==> src/rtl/universal_shift_pkg.sv <==
// rtl/universal_shift_pkg.sv - mode codes, FSM state encoding and helpers for universal_shift_seq
package universal_shift_pkg;

  localparam logic [2:0] MODE_HOLD  = 3'b000;
  localparam logic [2:0] MODE_LOAD  = 3'b001;
  localparam logic [2:0] MODE_SHL   = 3'b010;
  localparam logic [2:0] MODE_SHR   = 3'b011;
  localparam logic [2:0] MODE_ASR   = 3'b100;
  localparam logic [2:0] MODE_ROL   = 3'b101;
  localparam logic [2:0] MODE_ROR   = 3'b110;
  localparam logic [2:0] MODE_CLEAR = 3'b111;

  typedef enum logic {
    ST_IDLE  = 1'b0,
    ST_SHIFT = 1'b1
  } state_t;

  // Multi-step modes: everything strictly between LOAD and CLEAR.
  function automatic logic is_shift_mode(input logic [2:0] mode);
    return (mode >= MODE_SHL) && (mode <= MODE_ROR);
  endfunction

endpackage

==> src/rtl/shift_step.sv <==
// rtl/shift_step.sv - one combinational single-bit shift/rotate/clear step
module shift_step
  import universal_shift_pkg::*;
#(
  parameter int WIDTH = 8
) (
  input  logic [WIDTH-1:0] q,
  input  logic [2:0]       mode,
  input  logic             ser_in_l,
  input  logic             ser_in_r,
  input  logic             carry_in,
  output logic [WIDTH-1:0] q_next,
  output logic             carry_next
);

  always_comb begin
    q_next     = q;
    carry_next = carry_in;
    case (mode)
      MODE_SHL: begin
        q_next     = {q[WIDTH-2:0], ser_in_l};
        carry_next = q[WIDTH-1];
      end
      MODE_SHR: begin
        q_next     = {ser_in_r, q[WIDTH-1:1]};
        carry_next = q[0];
      end
      MODE_ASR: begin
        q_next     = {q[WIDTH-1], q[WIDTH-1:1]};
        carry_next = q[0];
      end
      MODE_ROL: begin
        q_next     = {q[WIDTH-2:0], q[WIDTH-1]};
        carry_next = q[WIDTH-1];
      end
      MODE_ROR: begin
        q_next     = {q[0], q[WIDTH-1:1]};
        carry_next = q[0];
      end
      MODE_CLEAR: begin
        q_next     = '0;
        carry_next = 1'b0;
      end
      default: ;
    endcase
  end

endmodule

==> src/rtl/universal_shift_seq.sv <==
// rtl/universal_shift_seq.sv - command-driven multi-step universal shift register
module universal_shift_seq
  import universal_shift_pkg::*;
#(
  parameter int WIDTH = 8,
  parameter int CNT_W = $clog2(WIDTH) + 1
) (
  input  logic             Clock,
  input  logic             Reset,
  input  logic             CmdValid,
  output logic             CmdReady,
  input  logic [2:0]       CmdMode,
  input  logic [CNT_W-1:0] CmdCount,
  input  logic [WIDTH-1:0] L,
  input  logic             SerInL,
  input  logic             SerInR,
  output logic [WIDTH-1:0] Q,
  output logic             CarryOut,
  output logic             Done
);

  state_t             state_q, state_d;
  logic [CNT_W-1:0]   rem_q, rem_d;
  logic [2:0]         mode_q, mode_d;
  logic [WIDTH-1:0]   q_q, q_d;
  logic               carry_q, carry_d;
  logic               done_q, done_d;

  logic [2:0]         step_mode;
  logic [WIDTH-1:0]   step_q;
  logic               step_carry;

  // The accept edge steps with the incoming mode; SHIFT steps reuse the latched one.
  assign step_mode = (state_q == ST_SHIFT) ? mode_q : CmdMode;

  shift_step #(.WIDTH(WIDTH)) u_step (
    .q          (q_q),
    .mode       (step_mode),
    .ser_in_l   (SerInL),
    .ser_in_r   (SerInR),
    .carry_in   (carry_q),
    .q_next     (step_q),
    .carry_next (step_carry)
  );

  always_comb begin
    state_d = state_q;
    rem_d   = rem_q;
    mode_d  = mode_q;
    q_d     = q_q;
    carry_d = carry_q;
    done_d  = 1'b0;
    case (state_q)
      ST_IDLE: begin
        if (CmdValid) begin
          done_d = 1'b1;
          if (CmdMode == MODE_LOAD) begin
            q_d = L;
          end else if (is_shift_mode(CmdMode)) begin
            if (CmdCount != '0) begin
              q_d     = step_q;
              carry_d = step_carry;
              mode_d  = CmdMode;
              rem_d   = CmdCount - CNT_W'(1);
              if (CmdCount != CNT_W'(1)) begin
                done_d  = 1'b0;
                state_d = ST_SHIFT;
              end
            end
          end else begin
            q_d     = step_q;
            carry_d = step_carry;
          end
        end
      end
      ST_SHIFT: begin
        q_d     = step_q;
        carry_d = step_carry;
        rem_d   = rem_q - CNT_W'(1);
        if (rem_q == CNT_W'(1)) begin
          done_d  = 1'b1;
          state_d = ST_IDLE;
        end
      end
      default: state_d = ST_IDLE;
    endcase
  end

  always_ff @(posedge Clock) begin
    if (Reset) begin
      state_q <= ST_IDLE;
      rem_q   <= '0;
      mode_q  <= MODE_HOLD;
      q_q     <= '0;
      carry_q <= 1'b0;
      done_q  <= 1'b0;
    end else begin
      state_q <= state_d;
      rem_q   <= rem_d;
      mode_q  <= mode_d;
      q_q     <= q_d;
      carry_q <= carry_d;
      done_q  <= done_d;
    end
  end

  assign CmdReady = (state_q == ST_IDLE);
  assign Q        = q_q;
  assign CarryOut = carry_q;
  assign Done     = done_q;

endmodule
==> config.mk <==
export PLATFORM = sky130hd
export DESIGN_NAME = universal_shift_seq
export DESIGN_NICKNAME = d
export VERILOG_FILES = /design/src/rtl/universal_shift_pkg.sv /design/src/rtl/shift_step.sv /design/src/rtl/universal_shift_seq.sv
export SDC_FILE = /design/constraint.sdc
export NUM_CORES = 1
export LEC_CHECK = 0
export ABC_CLOCK_PERIOD_IN_PS = 1820
export CAP_MARGIN = 15
export CORE_ASPECT_RATIO = 1.2
export CORE_MARGIN = 1
export CORE_UTILIZATION = 40
export CTS_CLUSTER_DIAMETER = 150
export DETAILED_ROUTE_END_ITERATION = 12
export DONT_BUFFER_PORTS = 1
export SYNTH_ARGS = -nofsm -noshare
export SYNTH_HDL_FRONTEND = slang
export SYNTH_SLANG_ARGS = --single-unit
==> constraint.sdc <==
create_clock -name Clock -period 1.82 [get_ports Clock]
set_input_delay 0.273 -clock Clock [delete_from_list [all_inputs] [get_ports Clock]]
set_output_delay 0.273 -clock Clock [all_outputs]
set_load 0.01 [all_outputs]
==> impl_metrics.py, run 1 <==
metrics = {
    "outcome": {
        "status": "complete, no violations",
    },
    "critical_path": {
        "path_class": "reg -> reg",
        "start_kind": "flip-flop",
        "crit_required_ps": 2010,
        "critPathMaxFanout": 6,
        "crit_arrival_ps": 1910,
        "worst_setup_path_end_kind": "flip-flop",
    },
    "cells_and_area": {
        "antenna_cells": 0,
        "post_route_cells_drive_above_1_share_pct": 18.92,
        "syn2layout_area_growth_pct": 11.22,
        "final_cell_mix": "17 x dfxtp_1, 16 x o21ai_0, 13 x a21oi_1, 12 x nor2_1, 7 x buf_4",
        "fin_util_pct": 46.77,
        "final_common_cell": "dfxtp_1",
        "final_nets": 174,
        "fillCellCount": 281,
        "finalInstanceArea_um2": 1315,
        "final_cells": 182,
    },
    "synthesis": {
        "synth_nets": 166,
        "synth-adder-area-share_pct": 4.233,
        "synth_area_um2": 1182,
        "synthCells": 142,
        "synthSimpleGateAreaFrac_pct": 19.05,
        "synth_top_family_by_area": "compound AO/OA/AOI/OAI gates",
        "yosysUniqueCellTypes": 41,
        "synth_xor_area_share_pct": 1.481,
        "yosys_warnings": 0,
        "ys_seq_area_share_pct": 30.48,
        "avgSynthCellArea_um2": 8.327,
        "synth_seq_cells": 18,
        "synth_compound_area_share_pct": 28.47,
        "synthMuxAreaShare_pct": 9.947,
    },
    "power_and_ir_drop": {
        "total_power_mw": 0.9172,
        "vdd_drop_max_v": 0.0004025,
        "power_leakage_nw": 0.4838,
        "power.density_nw_per_um2": 697.5,
    },
    "route": {
        "first_pass_iters": 4,
        "ant_nets": 0,
        "num_vias": 1130,
        "routed_wl_um": 3005,
        "dr.first_iter.drc_count": 23,
        "viasPerCell": 6.209,
        "drc_errors": 0,
        "wl_per_cell_um": 16.51,
    },
    "placed_design": {
        "io_buffers": 0,
        "placed_cells": 179,
        "place_area_um2": 1256,
        "dp.final_hpwl_um": 2233,
        "dp_slack_ps": -49.53,
        "place_congestion": 0.8347,
    },
    "clock_network": {
        "path_clk_slew_ps": 100,
        "hold_buffers": 0,
        "clkSinkCount": 18,
        "root_buffer": "clkbuf_4",
        "clk_path_buf_depth": 2,
        "cts_htree_levels": 1,
        "worst_skew_pair.late_latency_ps": 280,
        "cts_tree": "yes",
        "cts_buffers": 3,
    },
    "global_route": {
        "grt_pass1_vias": 1059,
        "grtUsageTotal_pct": 19.90,
        "grt_max_degree": 15,
        "gr-total-overflow": 0,
        "grt_pass1_wl_um": 4719,
        "antenna_found_initial": 0,
    },
    "timing": {
        "slew_headroom_pct": 66.88,
        "tightestPinTransition_ps": 492.3,
        "finalSetupViolations": 0,
        "period_share_pct": 94.16,
        "maxSlewViolCount": 0,
        "min_period_ps": 1714,
        "hold_violations": 0,
        "worst_slack_ps": 106.3,
        "holdWs_ps": 45.71,
        "rsz0062_at_grt": "false",
        "fin_skew_ps": 2.381,
        "clock.fmax_ghz": 0.5835,
        "tns_ps": 0,
    },
    "floorplan": {
        "rows": 21,
        "design.core.area_um2": 2811,
        "chipHeight_um": 61.56,
        "start_util_pct": 42.06,
        "io_pins": 31,
        "die_x_um": 51.63,
        "dieArea_um2": 3178,
    },
    "flow_run": {
        "maxCapViolations": 0,
    },
    "worst_hold_path": {
        "hp-class": "in -> reg",
    },
}
[where the power goes]
group,internal [mW],leakage [nW],switching [mW]
sequential,0.425,0.148,0.0403
combinational,0.120,0.322,0.137
clock,0.0767,0.0138,0.118
[registers in the layout, indices dropped and copies added, names as in the netlist]
signal    flops
Q             8
state_q       1
rem_q         4
Done          1
CarryOut      1
mode_q        3
[critical path, cell delays in order (launching register included)]
cell and delay [ps]:
dfxtp_2 370, buf_12 130, mux2_2 400, mux2i_2 220, o2bb2ai_1 130, o21ai_0 100, a221oi_1 260
[repair_timing]
item                       CTS  global route
setup endpoints to repair    5             7
gates resized for setup      1             9
setup buffers                0             0
pin swaps                    0             0
[per-layer routing]
layer  global-route usage, %  routed length [µm]  up-vias  part of all wire (%)
met2                   34.32                1460       33                    49
met3                   4.691                 185        6                   6.2
met5                       0                   0        -                     0
met1                   24.08                1308      540                    44
li1                        -                   -      551                     -
met4                   7.336                  51        0                   1.7
[cell families (layout without fill, tap and decap cells)]
group,count (synthesis),count (layout)
buffers and inverters,13,19
AOI/OAI and AO/OA,51,51
xor gates and xnor gates,2,2
muxes,11,11
DFF,18,18
and+or+nand+nor,43,43
adders and majority gates,4,4
[layout make-up]
cell class / count / area, µm² / share of cell area (%)
well taps: 34 / 42.54 / 3.235
flip-flops and latches: 18 / 361.6 / 27.50
inverters: 7 / 26.28 / 1.998
repair buffers: 9 / 83.83 / 6.375
clock buffers: 3 / 22.52 / 1.713
multi-input cells: 111 / 778.2 / 59.18
[synthesized netlist by cell type]
cell       instances  area share [%]
dfxtp_1           18              30
o21ai_0           16             6.8
nor2_1            14             4.4
a21oi_1           13             5.5
mux2i_1            8             6.8
nor3_1             7             3.0
a221o_1            6             5.1
inv_1              6             1.9
nand3_1            6             2.5
nand2_1            5             1.6
ha_1               4             4.2
a31oi_1            3             1.6
and3_1             3             1.6
a211oi_1           2             1.3
a221oi_1           2             1.5
buf_2              2            0.85
mux2_2             2             1.9
nor3b_1            2             1.3
a2111oi_0          1            0.74
a22oi_1            1            0.64
a311oi_1           1            0.74
a41o_1             1            0.85
buf_1              1            0.32
buf_12             1             1.7
buf_6              1            0.95
clkbuf_1           1            0.32
inv_2              1            0.32
mux2_4             1             1.3
nor2_8             1             1.7
nor4_1             1            0.53
o211ai_1           1            0.64
o2bb2ai_1          1            0.74
o31a_1             1            0.74
o32a_2             1            0.95
o41ai_1            1            0.74
or2_1              1            0.53
or2_2              1            0.53
or3_1              1            0.53
or4b_1             1            0.85
xnor2_1            1            0.74
xor2_1             1            0.74
[worst paths after layout]
path	from	end	slack, ps	cells past startpoint
worst min register to register	mode_q[0]	mode_q[0]	550	2
worst max-delay path	state_q	Q[7]	110	6
worst min-delay path	Reset	rem_q[2]	50	1
worst max register to register	state_q	Q[7]	110	6
(Power assumes the default switching activity.)
==> run 2, diff against run 1 <==
--- a/config.mk
+++ b/config.mk
@@ -10,6 +10,7 @@
 export CORE_ASPECT_RATIO = 1.2
 export CORE_MARGIN = 1
 export CORE_UTILIZATION = 40
+export CTS_BUF_LIST = sky130_fd_sc_hd__clkbuf_8 sky130_fd_sc_hd__clkbuf_16
 export CTS_CLUSTER_DIAMETER = 150
 export DETAILED_ROUTE_END_ITERATION = 12
 export DONT_BUFFER_PORTS = 1
==> impl_metrics.py, run 2 (synthesis results as in run 1) <==
metrics = {
    "clock_network": {
        "worst_skew_pair.late_latency_ps": 250,
        "cts_tree": "yes",
        "clkSinkCount": 18,
        "root_buffer": "clkbuf_8",
        "cts_buffers": 3,
        "clk_path_buf_depth": 2,
        "cts_htree_levels": 1,
        "path_clk_slew_ps": 60,
    },
    "worst_hold_path": {
        "hp-class": "in -> reg",
        "whs_path_depth": 1,
        "min_from": "Reset",
        "holdPathEnd": "rem_q[2]",
    },
    "critical_path": {
        "crit_arrival_ps": 1890,
        "r2r_setup_slack_ps": 70,
        "crit_required_ps": 1960,
        "critPathMaxFanout": 10,
        "r2r_cells": 6,
        "timing.rr.end": "Q[5]",
        "r2r-start": "state_q",
        "start_kind": "flip-flop",
        "path_class": "reg -> reg",
        "worst_setup_path_end_kind": "flip-flop",
    },
    "timing": {
        "maxSlewViolCount": 0,
        "tightestPinTransition_ps": 492.0,
        "period_share_pct": 96.35,
        "rsz0062_at_grt": "true",
        "clock.fmax_ghz": 0.5703,
        "fin_skew_ps": 2.149,
        "hold_violations": 0,
        "min_period_ps": 1754,
        "slew_headroom_pct": 66.90,
        "finalSetupViolations": 0,
    },
    "route": {
        "dr.first_iter.drc_count": 23,
        "routed_wl_um": 3000,
        "ant_nets": 0,
        "viasPerCell": 6.203,
        "first_pass_iters": 4,
        "num_vias": 1129,
        "wl_per_cell_um": 16.48,
        "drc_errors": 0,
    },
    "cells_and_area": {
        "multiInputGateArea_um2": 774.5,
        "fin_util_pct": 47.13,
        "final_cell_mix": "18 x dfxtp_1, 16 x o21ai_0, 13 x a21oi_1, 12 x nor2_1, 8 x buf_4",
        "largest_reg_flops": 8,
        "fillCellCount": 281,
        "final_common_cell": "dfxtp_1",
        "syn2layout_area_growth_pct": 12.06,
        "antenna_cells": 0,
        "post_route_cells_drive_above_1_share_pct": 17.57,
        "final_nets": 174,
        "register_area_um2": 360.3,
    },
    "floorplan": {
        "rows": 21,
        "chipHeight_um": 61.56,
        "die_x_um": 51.63,
        "design.core.area_um2": 2811,
        "dieArea_um2": 3178,
        "start_util_pct": 42.06,
        "io_pins": 31,
    },
    "placed_design": {
        "place_congestion": 0.8347,
        "dp.final_hpwl_um": 2233,
        "io_buffers": 0,
    },
    "power_and_ir_drop": {
        "vdd_drop_max_v": 0.0004086,
        "power.density_nw_per_um2": 747.1,
        "share_comb_of_total_power_pct": 25.5,
        "swShare_pct": 30.41,
        "total_power_mw": 0.9899,
        "clkPwrFrac_pct": 27.5,
        "seq_power_share_pct": 47.0,
        "netSwitchingPower_mw": 0.3010,
        "power_leakage_nw": 0.4914,
        "p_int_mw": 0.6889,
    },
    "global_route": {
        "gr-total-overflow": 0,
        "grt.met1_usage_pct": 23.93,
        "busiest_layer": "met2",
        "gr-usage-met3_pct": 4.691,
        "gr-usage-met2_pct": 34.14,
        "antenna_found_initial": 0,
        "grt_max_degree": 15,
        "grt_pass1_vias": 1069,
        "grt_pass1_wl_um": 4719,
        "grtUsageTotal_pct": 20.10,
    },
    "outcome": {
        "status": "complete, no violations",
    },
    "flow_run": {
        "maxCapViolations": 0,
    },
}
-- run 2: cell counts in the layout (fill, tap and decap cells not counted) --
Identical to the previous run, type by type.
-- run 2: cell type report --
class / instances / share of cell area, %
tap: 34 / 3.211
multi-input combinational: 111 / 58.45
timing repair buffer: 9 / 6.043
inverter: 7 / 1.983
clock buffer: 3 / 3.116
sequential: 18 / 27.20
-- run 2: what timing repair did --
| action | CTS | global route |
|---|---|---|
| setup buffers | 0 | 0 |
| hold buffers | 0 | 0 |
| setup endpoints to repair | 5 | 7 |
| gates resized for setup | 1 | 6 |
| cloned | 0 | 0 |
-- run 2: critical path, cell delays in order, from the launching register on --
cell and delay, ps:
dfxtp_1 380, buf_4 230, nor2_1 100, a41o_1 260, a211oi_2 190, nor2_2 120, a221o_1 360
-- run 2: worst max path at each step --
stage	startpoint	end	slack, ps	cells after the start
floorplan	CmdCount[0]	mode_q[0]	80	8
global placement	CmdCount[0]	mode_q[2]	-20	7
detailed placement	CmdCount[0]	mode_q[1]	-50	7
CTS	state_q	Q[5]	40	6
global route	state_q	Q[2]	-40	6
finish	state_q	Q[5]	70	6
-- run 2: per-layer routing --
layer	wire length (µm)	vias up
met5	0	-
met4	78	0
met3	201	9
met2	1442	40
met1	1278	526
li1	-	554
-- run 2: power groups by stage --
stage	combinational (mW)	sequential (mW)	clock, mW
2_1_floorplan	0.190	0.461	0
3_3_place_gp	0.235	0.472	0
3_5_place_dp	0.238	0.473	0
4_1_cts	0.240	0.464	0.282
5_1_grt	0.278	0.469	0.296
6_report	0.253	0.465	0.272
-- run 2: stage by stage --
stage	setup WS, ps	hold slack [ps]	std cells	TNS, ps	cell area, µm²
after floorplan	75.27	378.5	142	0	1182
after global placement	-15.56	346.1	179	-47.00	1256
after detailed placement	-49.53	347.3	179	-183.1	1256
after CTS	39.13	75.57	182	0	1303
after global routing	-43.05	75.34	182	-185.3	1325
final	66.47	84.80	182	0	1325
==> run 3, diff against run 2 <==
--- a/config.mk
+++ b/config.mk
@@ -14,6 +14,7 @@
 export CTS_CLUSTER_DIAMETER = 150
 export DETAILED_ROUTE_END_ITERATION = 12
 export DONT_BUFFER_PORTS = 1
+export HOLD_SLACK_MARGIN = 0.08
 export SYNTH_ARGS = -nofsm -noshare
 export SYNTH_HDL_FRONTEND = slang
 export SYNTH_SLANG_ARGS = --single-unit
==> impl_metrics.py, run 3 (synthesis results as in run 1) <==
metrics = {
    "outcome": {
        "status": "complete, no violations",
    },
    "cells_and_area": {
        "fin_util_pct": 47.49,
        "final_cell_mix": "18 x dfxtp_1, 16 x o21ai_0, 13 x a21oi_1, 12 x nor2_1, 8 x buf_4",
        "final_common_cell": "dfxtp_1",
        "largest_reg_flops": 8,
        "post_route_cells_drive_above_1_share_pct": 17.45,
        "register_area_um2": 360.3,
        "antenna_cells": 0,
        "fillCellCount": 280,
        "final_nets": 175,
        "multiInputGateArea_um2": 774.5,
        "syn2layout_area_growth_pct": 12.91,
    },
    "global_route": {
        "grt_pass1_vias": 1072,
        "busiest_layer": "met2",
        "gr-usage-met2_pct": 34.51,
        "gr-usage-met3_pct": 4.691,
        "antenna_found_initial": 0,
        "grt_max_degree": 14,
        "grt.met1_usage_pct": 23.93,
        "grtUsageTotal_pct": 20.21,
        "gr-total-overflow": 0,
        "grt_pass1_wl_um": 4747,
    },
    "floorplan": {
        "dieArea_um2": 3178,
        "start_util_pct": 42.06,
        "chipHeight_um": 61.56,
        "design.core.area_um2": 2811,
        "io_pins": 31,
        "rows": 21,
        "die_x_um": 51.63,
    },
    "clock_network": {
        "cts_htree_levels": 1,
        "root_buffer": "clkbuf_8",
        "worst_skew_pair.late_latency_ps": 250,
        "cts_buffers": 3,
        "clkSinkCount": 18,
        "path_clk_slew_ps": 60,
        "clk_path_buf_depth": 2,
        "cts_tree": "yes",
    },
    "timing": {
        "slew_headroom_pct": 66.73,
        "fin_skew_ps": 2.399,
        "hold_violations": 0,
        "rsz0062_at_grt": "true",
        "clock.fmax_ghz": 0.5705,
        "tightestPinTransition_ps": 494.5,
        "holdWs_ps": 89.63,
        "period_share_pct": 96.31,
        "finalSetupViolations": 0,
        "maxSlewViolCount": 0,
        "min_period_ps": 1753,
    },
    "route": {
        "dr.first_iter.drc_count": 27,
        "viasPerCell": 6.235,
        "routed_wl_um": 3027,
        "wl_per_cell_um": 16.54,
        "drc_errors": 0,
        "first_pass_iters": 4,
        "num_vias": 1141,
        "ant_nets": 0,
    },
    "critical_path": {
        "crit_start": "state_q",
        "worst_setup_path_end_kind": "flip-flop",
        "r2r_setup_slack_ps": 70,
        "start_kind": "flip-flop",
        "crit_required_ps": 1960,
        "r2r-start": "state_q",
        "critPathMaxFanout": 10,
        "path_class": "reg -> reg",
        "crit_arrival_ps": 1890,
    },
    "power_and_ir_drop": {
        "power_leakage_nw": 0.4956,
        "total_power_mw": 0.9913,
        "power.density_nw_per_um2": 742.5,
        "vdd_drop_max_v": 0.0004086,
    },
    "placed_design": {
        "place_congestion": 0.8347,
        "dp.final_hpwl_um": 2233,
        "io_buffers": 0,
    },
    "worst_hold_path": {
        "hp-class": "in -> reg",
        "min_from": "Reset",
    },
    "flow_run": {
        "maxCapViolations": 0,
    },
}
==> run 3: critical path, stage by stage (launching register included) <==
cell	delay, ps
dfxtp_1	380
buf_4	230
nor2_1	100
a41o_1	260
a211oi_2	190
nor2_2	120
a221o_1	360
==> run 3: repair_timing <==
action | 4_1_cts | 5_1_grt
hold endpoints to repair | 2 | 0
hold buffers | 1 | 0
setup endpoints to repair | 5 | 7
resized for setup | 1 | 6
pin swaps | 0 | 0
buffers inserted | 0 | 0
==> run 3: final cells by class <==
type,count,share of cell area [%]
Tap cell,34,3.187
Sequential cell,18,26.99
Clock buffer,3,3.093
Inverter,7,1.968
Timing Repair Buffer,10,6.748
Multi-Input combinational cell,111,58.01
==> run 3: path summary, 6_finish.rpt <==
| check | end | depth (start not counted) |
|---|---|---|
| worst max-delay path | Q[5] | 6 |
| worst max register to register | Q[5] | 6 |
| worst min-delay path | mode_q[0] | 1 |
| worst min register to register | mode_q[0] | 2 |
==> run 3: where the power goes <==
part,leakage (nW),switching (mW),total (mW),internal (mW)
Combinational,0.327,0.137,0.255,0.118
Sequential,0.147,0.0397,0.465,0.425
Clock,0.0216,0.124,0.271,0.147
==> run 3: metal layers <==
layer  share of wire [%]  wire length (µm)
met1                  44              1318
met2                  47              1433
met3                 6.5               196
met4                 2.6                79
met5                   0                 0
==> run 3: metrics by stage <==
| step | cell area [µm²] | worst slack (ps) | cells | TNS (ps) |
|---|---|---|---|---|
| finish | 1335 | 67.08 | 183 | 0 |
| global route | 1335 | -43.05 | 183 | -185.3 |
| CTS | 1313 | 39.13 | 183 | 0 |
| detailed placement | 1256 | -49.53 | 179 | -183.1 |
| global placement | 1256 | -15.56 | 179 | -47.00 |
| floorplan | 1182 | 75.27 | 142 | 0 |
